$ cat config.mk
export PLATFORM = sky130hd
export DESIGN_NAME = prog_shift_reg_flat
export DESIGN_NICKNAME = d
export VERILOG_FILES = /design/src/rtl/prog_shift_reg_if.sv /design/src/rtl/prog_shift_reg.sv /design/src/flat_wrapper.sv
export SDC_FILE = /design/constraint.sdc
export NUM_CORES = 1
export LEC_CHECK = 0
export CAP_MARGIN = 40
export CORE_MARGIN = 2
export CORE_UTILIZATION = 40
export CTS_CLUSTER_DIAMETER = 200
export DETAILED_ROUTE_END_ITERATION = 12
export GPL_TIMING_DRIVEN = 0
export PLACE_DENSITY = 0.79
export RECOVER_POWER = 50
export SKIP_CTS_REPAIR_TIMING = 1
export SLEW_MARGIN = 20
export SYNTH_ARGS = -nofsm -noshare
export SYNTH_HDL_FRONTEND = slang
export SYNTH_SLANG_ARGS = --single-unit
$ cat constraint.sdc
create_clock -name clk -period 1.38 [get_ports clk]
set_input_delay 0.414 -clock clk [delete_from_list [all_inputs] [get_ports clk]]
set_output_delay 0.414 -clock clk [all_outputs]
set_load 0.01 [all_outputs]
$ cat src/rtl/prog_shift_reg_if.sv
// Bus bundle for prog_shift_reg: request/operand signals from the
// requester plus register contents and status back from the engine.
interface prog_shift_reg_if #(
  parameter int unsigned N  = 8,
  parameter int unsigned AW = $clog2(N) + 1
);
  logic          start;
  logic [2:0]    op;
  logic [AW-1:0] amt;
  logic          sin;
  logic [N-1:0]  D;
  logic [N-1:0]  Q;
  logic          cout;
  logic          busy;
  logic          done;

  // Requester side.
  modport master (
    output start, op, amt, sin, D,
    input  Q, cout, busy, done
  );

  // Shift engine side.
  modport slave (
    input  start, op, amt, sin, D,
    output Q, cout, busy, done
  );
endinterface

$ cat src/rtl/prog_shift_reg.sv
// Multi-mode shift engine: parallel load, or a programmed multi-position
// shift/rotate carried out STEP positions per clock under a start/busy/done
// handshake. cout reports the last bit shifted or rotated out.
module prog_shift_reg #(
  parameter int unsigned N    = 8,
  parameter int unsigned STEP = 1
) (
  input logic             clk,
  input logic             n_reset,
  prog_shift_reg_if.slave bus
);

  localparam int unsigned AW = $clog2(N) + 1;

  localparam logic [2:0] OpLoad = 3'b000;
  localparam logic [2:0] OpShl  = 3'b001;
  localparam logic [2:0] OpShr  = 3'b010;
  localparam logic [2:0] OpAsr  = 3'b011;
  localparam logic [2:0] OpRol  = 3'b100;
  localparam logic [2:0] OpRor  = 3'b101;

  localparam logic [AW-1:0] NW    = AW'(N);
  localparam logic [AW-1:0] StepW = AW'(STEP);

  typedef enum logic [0:0] {StIdle, StRun} state_e;

  state_e        state_q, state_d;
  logic [N-1:0]  q_q, q_d;
  logic          cout_q, cout_d;
  logic [2:0]    op_q, op_d;
  logic [AW-1:0] cnt_q, cnt_d;
  logic          done_q, done_d;

  logic [AW-1:0] amt_clamp;
  logic [AW-1:0] step_k;
  logic [AW-1:0] cnt_next;
  logic [N-1:0]  shift_q;
  logic          shift_out;

  // Distance clamp at capture and positions moved this clock.
  always_comb begin
    amt_clamp = (bus.amt > NW) ? NW : bus.amt;
    step_k    = (cnt_q < StepW) ? cnt_q : StepW;
    cnt_next  = cnt_q - step_k;
  end

  // One step of up to STEP positions, built as a chain of single-position
  // moves; the last bit leaving the chain is the required cout.
  always_comb begin
    shift_q   = q_q;
    shift_out = cout_q;
    for (int unsigned i = 0; i < STEP; i++) begin
      if (AW'(i) < step_k) begin
        case (op_q)
          OpShl: begin
            shift_out = shift_q[N-1];
            shift_q   = {shift_q[N-2:0], bus.sin};
          end
          OpShr: begin
            shift_out = shift_q[0];
            shift_q   = {bus.sin, shift_q[N-1:1]};
          end
          OpAsr: begin
            // Sign bit never changes under ASR, so re-copying it each
            // single move matches sampling it once before the step.
            shift_out = shift_q[0];
            shift_q   = {shift_q[N-1], shift_q[N-1:1]};
          end
          OpRol: begin
            shift_out = shift_q[N-1];
            shift_q   = {shift_q[N-2:0], shift_q[N-1]};
          end
          OpRor: begin
            shift_out = shift_q[0];
            shift_q   = {shift_q[0], shift_q[N-1:1]};
          end
          default: ;
        endcase
      end
    end
  end

  // Next-state logic for the IDLE/RUN controller and datapath.
  always_comb begin
    state_d = state_q;
    q_d     = q_q;
    cout_d  = cout_q;
    op_d    = op_q;
    cnt_d   = cnt_q;
    done_d  = 1'b0;
    case (state_q)
      StIdle: begin
        if (bus.start) begin
          if (bus.op == OpLoad) begin
            q_d    = bus.D;
            done_d = 1'b1;
          end else if (bus.op > OpRor || amt_clamp == '0) begin
            // Reserved op or zero distance: acknowledge without change.
            done_d = 1'b1;
          end else begin
            op_d    = bus.op;
            cnt_d   = amt_clamp;
            state_d = StRun;
          end
        end
      end
      StRun: begin
        q_d    = shift_q;
        cout_d = shift_out;
        cnt_d  = cnt_next;
        if (cnt_next == '0) begin
          state_d = StIdle;
          done_d  = 1'b1;
        end
      end
      default: state_d = StIdle;
    endcase
  end

  // State registers with asynchronous active-low reset.
  always_ff @(posedge clk or negedge n_reset) begin
    if (!n_reset) begin
      state_q <= StIdle;
      q_q     <= '0;
      cout_q  <= 1'b0;
      op_q    <= OpLoad;
      cnt_q   <= '0;
      done_q  <= 1'b0;
    end else begin
      state_q <= state_d;
      q_q     <= q_d;
      cout_q  <= cout_d;
      op_q    <= op_d;
      cnt_q   <= cnt_d;
      done_q  <= done_d;
    end
  end

  assign bus.Q    = q_q;
  assign bus.cout = cout_q;
  assign bus.busy = (state_q == StRun);
  assign bus.done = done_q;

endmodule

$ cat src/flat_wrapper.sv
// flat-port wrapper written by rule: the top's interface ports become plain ports
module prog_shift_reg_flat 
#(
  parameter int unsigned N    = 8,
  parameter int unsigned STEP = 1
)
  (clk, n_reset, bus_start, bus_op, bus_amt, bus_sin, bus_D, bus_Q, bus_cout, bus_busy, bus_done);
  prog_shift_reg_if #(.N(N)) bus_i ();
  input logic clk;
  input logic n_reset;
  input wire logic [$bits(bus_i.start)-1:0] bus_start;
  input wire logic [$bits(bus_i.op)-1:0] bus_op;
  input wire logic [$bits(bus_i.amt)-1:0] bus_amt;
  input wire logic [$bits(bus_i.sin)-1:0] bus_sin;
  input wire logic [$bits(bus_i.D)-1:0] bus_D;
  output wire logic [$bits(bus_i.Q)-1:0] bus_Q;
  output wire logic [$bits(bus_i.cout)-1:0] bus_cout;
  output wire logic [$bits(bus_i.busy)-1:0] bus_busy;
  output wire logic [$bits(bus_i.done)-1:0] bus_done;
  assign bus_i.start = bus_start;
  assign bus_i.op = bus_op;
  assign bus_i.amt = bus_amt;
  assign bus_i.sin = bus_sin;
  assign bus_i.D = bus_D;
  assign bus_Q = bus_i.Q;
  assign bus_cout = bus_i.cout;
  assign bus_busy = bus_i.busy;
  assign bus_done = bus_i.done;
  prog_shift_reg #(.N(N), .STEP(STEP)) u_core (.clk(clk), .n_reset(n_reset), .bus(bus_i));
endmodule
-- Word level (Yosys, flattened, before mapping)
Index checks and enable logic that the tools add are counted.
Widths: inputs -> output; s select.
- register bits after elaboration: 18
- input bits: 19
- output and inout port bits: 11
- logic and storage cells: 62
- $add $sub $neg: 1
- $lt $le $gt $ge: 4
- eq/ne operators: 13
- multiplexer cells: 22
- bitwise operators: 3
- reduce and logical (&&, ||, !) cells: 12
- operators by type and width (operator ; number):
    $pmux 8 s5 ; 1
    $mux 8 ; 3
    $mux 4 ; 5
    $pmux 8 s2 ; 1
    $ne 2x2->1 const B ; 5
    $logic_not 4->1 ; 2
    $mux 1 ; 8
    $pmux 4 s2 ; 1
    $reduce_and 4->1 ; 2
    $eq 3x2->1 const B ; 2
    $eq 3x3->1 const B ; 2
    $ne 6x6->1 const B ; 1
    $pmux 1 s2 ; 3
    $reduce_and 3->1 ; 2
    $ne 5x5->1 const B ; 1
    $reduce_and 5->1 ; 1
    $gt 4x4->1 const B ; 1
    $lt 1x4->1 const A ; 1
    $lt 4x1->1 const B ; 1
    $sub 4x4->4 ; 1
    $eq 3x1->1 const B ; 1
    $gt 3x3->1 const B ; 1
    $logic_not 3->1 ; 1
    $not 1->1 ; 3
    5 further kinds ; 5

-- Logic depth before layout (Yosys ltp)
- word-level depth: 8
- mapped depth: 7
- mapped depth without buffers: 7

-- Worst setup path after synthesis
OpenSTA, ideal clock, no wires.
- path type: input-to-reg
- start: in bus_amt[2]
- end: reg u_core.op_q[0]
- setup time: 125 ps
- arrival time: 1408 ps
- data required time: 1255 ps
- path slack: -152 ps
- stages on the path: 4
- buffers on the path: 0
- cell sequence: o41ai_1 nor3b_2 and2b_1 mux2_2
- word-level cells in the longest chain between the ends: 6
- ends and longest elaborated chain (item ; line ; text):
    from (decl) ; flat_wrapper.sv:13 ; input wire logic [$bits(bus_i.amt)-1:0] bus_amt;
    $gt 4x4->1 ; prog_shift_reg.sv:42 ; amt_clamp = (bus.amt > NW) ? NW : bus.amt;
    $mux 4 (*) ; prog_shift_reg.sv:42 ;
    $logic_not 4->1 (*) ; prog_shift_reg.sv:97 ; end else if (bus.op > OpRor || amt_clamp == '0) begin
    $logic_or 1x1->1 (*) ; prog_shift_reg.sv:97 ;
    $not 1->1 (no line) (*) ; n/a ;
    $reduce_and 4->1 (no line) (*) ; n/a ;
    to (signal assigned) ; prog_shift_reg.sv:126 ; op_q <= OpLoad;
    to (signal assigned) ; prog_shift_reg.sv:133 ; op_q <= op_d;
    to (decl) ; prog_shift_reg.sv:30 ; logic [2:0] op_q, op_d;
Every way passes the cells marked *; elsewhere a longest branch is shown, timed or not.
A chain may end at the register's enable or synchronous reset.

-- Worst setup path in the final report
- start: reg u_core.cnt_q[2]
- end: reg u_core.q_q[4], in the netlist u_core.bus.Q[4]
- word-level cells in the longest chain between the ends: 5
- ends and longest elaborated chain (item ; line ; text):
    from (decl) ; prog_shift_reg.sv:31 ; logic [AW-1:0] cnt_q, cnt_d;
    from (signal assigned) ; prog_shift_reg.sv:134 ; cnt_q <= cnt_d;
    $lt 4x1->1 ; prog_shift_reg.sv:43 ; step_k = (cnt_q < StepW) ? cnt_q : StepW;
    $mux 4 (*) ; prog_shift_reg.sv:43 ;
    $lt 1x4->1 (*) ; prog_shift_reg.sv:53 ; if (AW'(i) < step_k) begin
    $ne 2x2->1 (no line) (*) ; n/a ;
    $reduce_and 4->1 (no line) (*) ; n/a ;
    to (signal assigned) ; prog_shift_reg.sv:131 ; q_q <= q_d;
    to (decl) ; prog_shift_reg.sv:28 ; logic [N-1:0] q_q, q_d;
Marked as above.

==> metrics.md <==
| Metric | Value |
|---|---|
| FP Rows | `20` |
| Synth Area in Adders | `0.0103` |
| # setup viols final | `14` |
| Fin crit period | `around 1700 ps` |
| Chip Height | `59.2 um` |
| Reg power frac | `0.233` |
| Die width | `between 50 and 60 um` |
| Detailed Place HPWL | `between 2000 and 2500 um` |
| CP startpoint kind | `flip-flop` |
| Max Cap Viol | `0` |
| Worst setup EP type | `flip-flop` |
| Post-route ant nets | `0` |
| Switching power total | `1.96 mW` |
| Synth Area in Compound Gates | `0.255` |
| Met3 wire len | `193 um` |
| Final std cells w/o fill | `216` |
| Largest net degree at the start of global routing | `17` |
| Post-Synth Simple-Gate Area | `0.239` |
| Xor/xnor share of the synthesized area | `0.0144` |
| Layout cell share with drive strength beyond 1 | `0.399` |
| WS Path Type | `flip-flop to flip-flop` |
| Io pins | `30` |
| Yosys cell types | `43` |
| Fmax achieved | `572 MHz` |
| Internal Power | `2.70 mW` |
| H-tree depth | `1` |
| Largest family of logic cells by synthesized area | `compound AO/OA/AOI/OAI gates` |
| Failing checks | `negative setup slack` |
| Final Net Count | `204` |
| PnR worst setup slack | `-369 ps` |
| Initial Utilization | `0.409` |
| I/O Buffers | `29` |
| Total power | `4.65 mW` |
| GRT Total Usage | `0.197` |
| RSZ-0062 raised after global routing | `yes` |
| Register area | `457 um^2` |
| Synth Warn # | `0` |
| Mux contribution to synthesized area | `0.0606` |
| Clock group share of total power | `0.078` |
| Placed insts | `189` |
| Initial DRT Pass Iterations | `4` |
| Clk sinks | `18` |
| Switching share of power | `0.420` |
| Area of the multi-input gates | `808 um^2` |
| Top routing layer used | `met4` |
| Synthesized area per cell | `9.66 um^2` |
| Met2 WL | `1910 um` |
| Gpl congestion | `0.880` |
| DRC errors left | `0` |
| Crit-path max FO | `5` |
| Core footprint | `2980 um^2` |
| Combinational fraction of design power | `0.689` |
| Worst VDD drop | `1.04 mV` |
| Syn_nets | `146` |
| Dpl cell area | `1580 um^2` |
| #FFs+latches synth | `18` |
| Clk buf depth | `2` |
| Vias in the first global route | `1,077` |
| Initial DRC count | `58` |
| N_diodes | `0` |
| Clock latency on the worst-skew pair | `between 300 and 400 ps` |
| Global-route wire length before repair | `approximately 5100 um` |
| Relative slew slack | `0.709` |
| Fillers | `between 200 and 250` |
| Cell area power density | `between 2000 and 2500 nW/um^2` |
| Arrival time worst endpoint | `just under 2000 ps` |
| Cells after Synth | `126` |
| Clk_skew | `13.8 ps` |
| Grt ovf | `0` |
| Seq/Total Area, Yosys | `0.370` |
| HP Class | `input pin to asynchronous set/reset pin` |
| Final instance area | `1880 um^2` |
| Worst path required time | `1610 ps` |
| M1 WL | `1480 um` |
| Final Hold Fails | `0` |
| Utilization after layout | `0.632` |
| DIE AREA | `~3500 um^2` |
| Worst-path clk slew | `130 ps` |
| Reg2reg setup slack | `-370 ps` |
| Final period utilization | `1.27` |
| Area added between synthesis and finish | `54.6%` |
| Via count | `1,286` |
| Mapped cell area | `~1200 um^2` |
| Post-detailed-route wirelength per cell | `17.4 um` |
| Inserted Clock Buffers | `3` |
| CTS tree | `yes` |
| Routed WL | `3750 um` |
| Vias per cell | `5.95` |
| Initial antenna violation count | `0` |
| Root Buffer | `clkbuf_4` |
| Final Max Tran Viols | `0` |
| Final setup TNS | `-2740 ps` |
| Run status | `complete, but fails checks` |
| Worst Max-Slew Pin Slew | `437 ps` |
| Pleak | `between 0.9 and 1 nW` |
[layout make-up]
type,instances,share of cell area
Multi-Input combinational cell,101,0.430
Tap cell,33,0.0219
Sequential cell,18,0.243
Buffer,7,0.0346
Timing Repair Buffer,52,0.250
Clock buffer,4,0.0193
Inverter,1,0.00199
[per-stage QoR]
stage | hold WS [ps] | setup WS (ps)
final | 361 | -369
after global routing | 344 | -398
after CTS | 309 | -514
after detailed placement | 521 | -852
after global placement | 510 | -842
after floorplan | 118 | -137
[logic make-up (layout without fill, tap and decap cells)]
kind of cell	count (synthesis)	in the layout
multiplexers	7	7
flip-flops	18	18
AO/OA/AOI/OAI	38	39
XOR/XNOR	2	2
buffers and inverters	8	64
adder cells (fa/ha/maj)	1	1
AND/OR/NAND/NOR	52	52
[synthesized netlist by cell type]
cell type / n / area [um^2]
a21boi_0: 1 / 7.51
a21boi_2: 1 / 11.3
a21boi_4: 1 / 18.8
a21o_1: 1 / 7.51
a21oi_1: 1 / 5.00
a221oi_1: 2 / 17.5
a22o_2: 6 / 60.1
a22oi_1: 2 / 15.0
a32o_1: 1 / 10.0
and2b_1: 1 / 7.51
and2b_2: 1 / 8.76
and3b_1: 1 / 8.76
buf_2: 2 / 10.0
buf_6: 2 / 22.5
clkbuf_1: 1 / 3.75
clkbuf_4: 1 / 7.51
clkbuf_8: 1 / 13.8
dfrtp_1: 18 / 450
ha_1: 1 / 12.5
inv_1: 1 / 3.75
mux2_2: 3 / 33.8
mux2i_1: 4 / 40.0
nand2_1: 7 / 26.3
nand2b_1: 2 / 12.5
nand3_1: 12 / 60.1
nand3b_1: 1 / 7.51
nand4bb_1: 1 / 11.3
nor2_1: 10 / 37.5
nor2b_1: 3 / 18.8
nor3_1: 7 / 35.0
nor3_4: 1 / 16.3
nor3b_2: 1 / 12.5
nor4bb_1: 1 / 10.0
o21ai_0: 13 / 65.1
o311ai_0: 1 / 8.76
o31ai_1: 4 / 30.0
o41ai_1: 3 / 26.3
o41ai_4: 1 / 27.5
or2_1: 1 / 6.26
or2_2: 1 / 6.26
or3_1: 1 / 6.26
xnor2_1: 1 / 8.76
xor2_1: 1 / 8.76
[critical path, cell delays in order (launching register included)]
cell	delay, ps
dfrtp_2	480
o41ai_4	410
buf_4	190
a21boi_4	250
nor3_1	90
a22o_2	230
[routing by layer]
layer,vias to the layer above,global-route usage
met1,619,0.242
met2,58,0.322
li1,592,-
met3,17,0.0306
met4,0,0.123
met5,-,0
[sequential cells by signal (all words and copies together), names as in the netlist]
| register | flops |
|---|---|
| u_core.bus.Q | 8 |
| u_core.bus.busy | 1 |
| u_core.bus.cout | 1 |
| u_core.bus.done | 1 |
| u_core.cnt_q | 4 |
| u_core.op_q | 3 |
[power by group through the flow]
| stage | Clock (mW) | Combinational (mW) | Sequential (mW) |
|---|---|---|---|
| after floorplan | 0 | 1.65 | 1.13 |
| after global placement | 0 | 2.36 | 1.11 |
| after detailed placement | 0 | 2.45 | 1.13 |
| after CTS | 0.360 | 2.46 | 1.12 |
| after global routing | 0.393 | 3.43 | 1.11 |
| final | 0.362 | 3.21 | 1.08 |
[path summary, 6_finish.rpt]
path / startpoint / end / cells past startpoint
min: n_reset / u_core.cnt_q[1] / 1
max: u_core.cnt_q[2] / u_core.bus.Q[4] / 5
min reg2reg: u_core.bus.Q[6] / u_core.bus.Q[6] / 1
max in group asynchronous: n_reset / u_core.cnt_q[3] / 2
max reg2reg: u_core.cnt_q[2] / u_core.bus.Q[4] / 5
min in group clk: bus_op[0] / u_core.op_q[0] / 2
[cells in the final DEF (no fill, tap or decap), types with 4 or more instances in the layout]
master / netlist / layout
o21ai_0: 13 / 12
clkbuf_2: 0 / 5
dlymetal6s2s_1: 0 / 14
nand3_1: 12 / 12
dfrtp_1: 18 / 13
a22o_2: 6 / 5
nand2_1: 7 / 6
mux2i_1: 4 / 4
nor3_1: 7 / 6
clkdlybuf4s50_1: 0 / 9
buf_4: 0 / 22
o31ai_1: 4 / 4
dfrtp_2: 0 / 5
clkbuf_4: 1 / 4
nor2_1: 10 / 9
(Power assumes the default switching activity.)
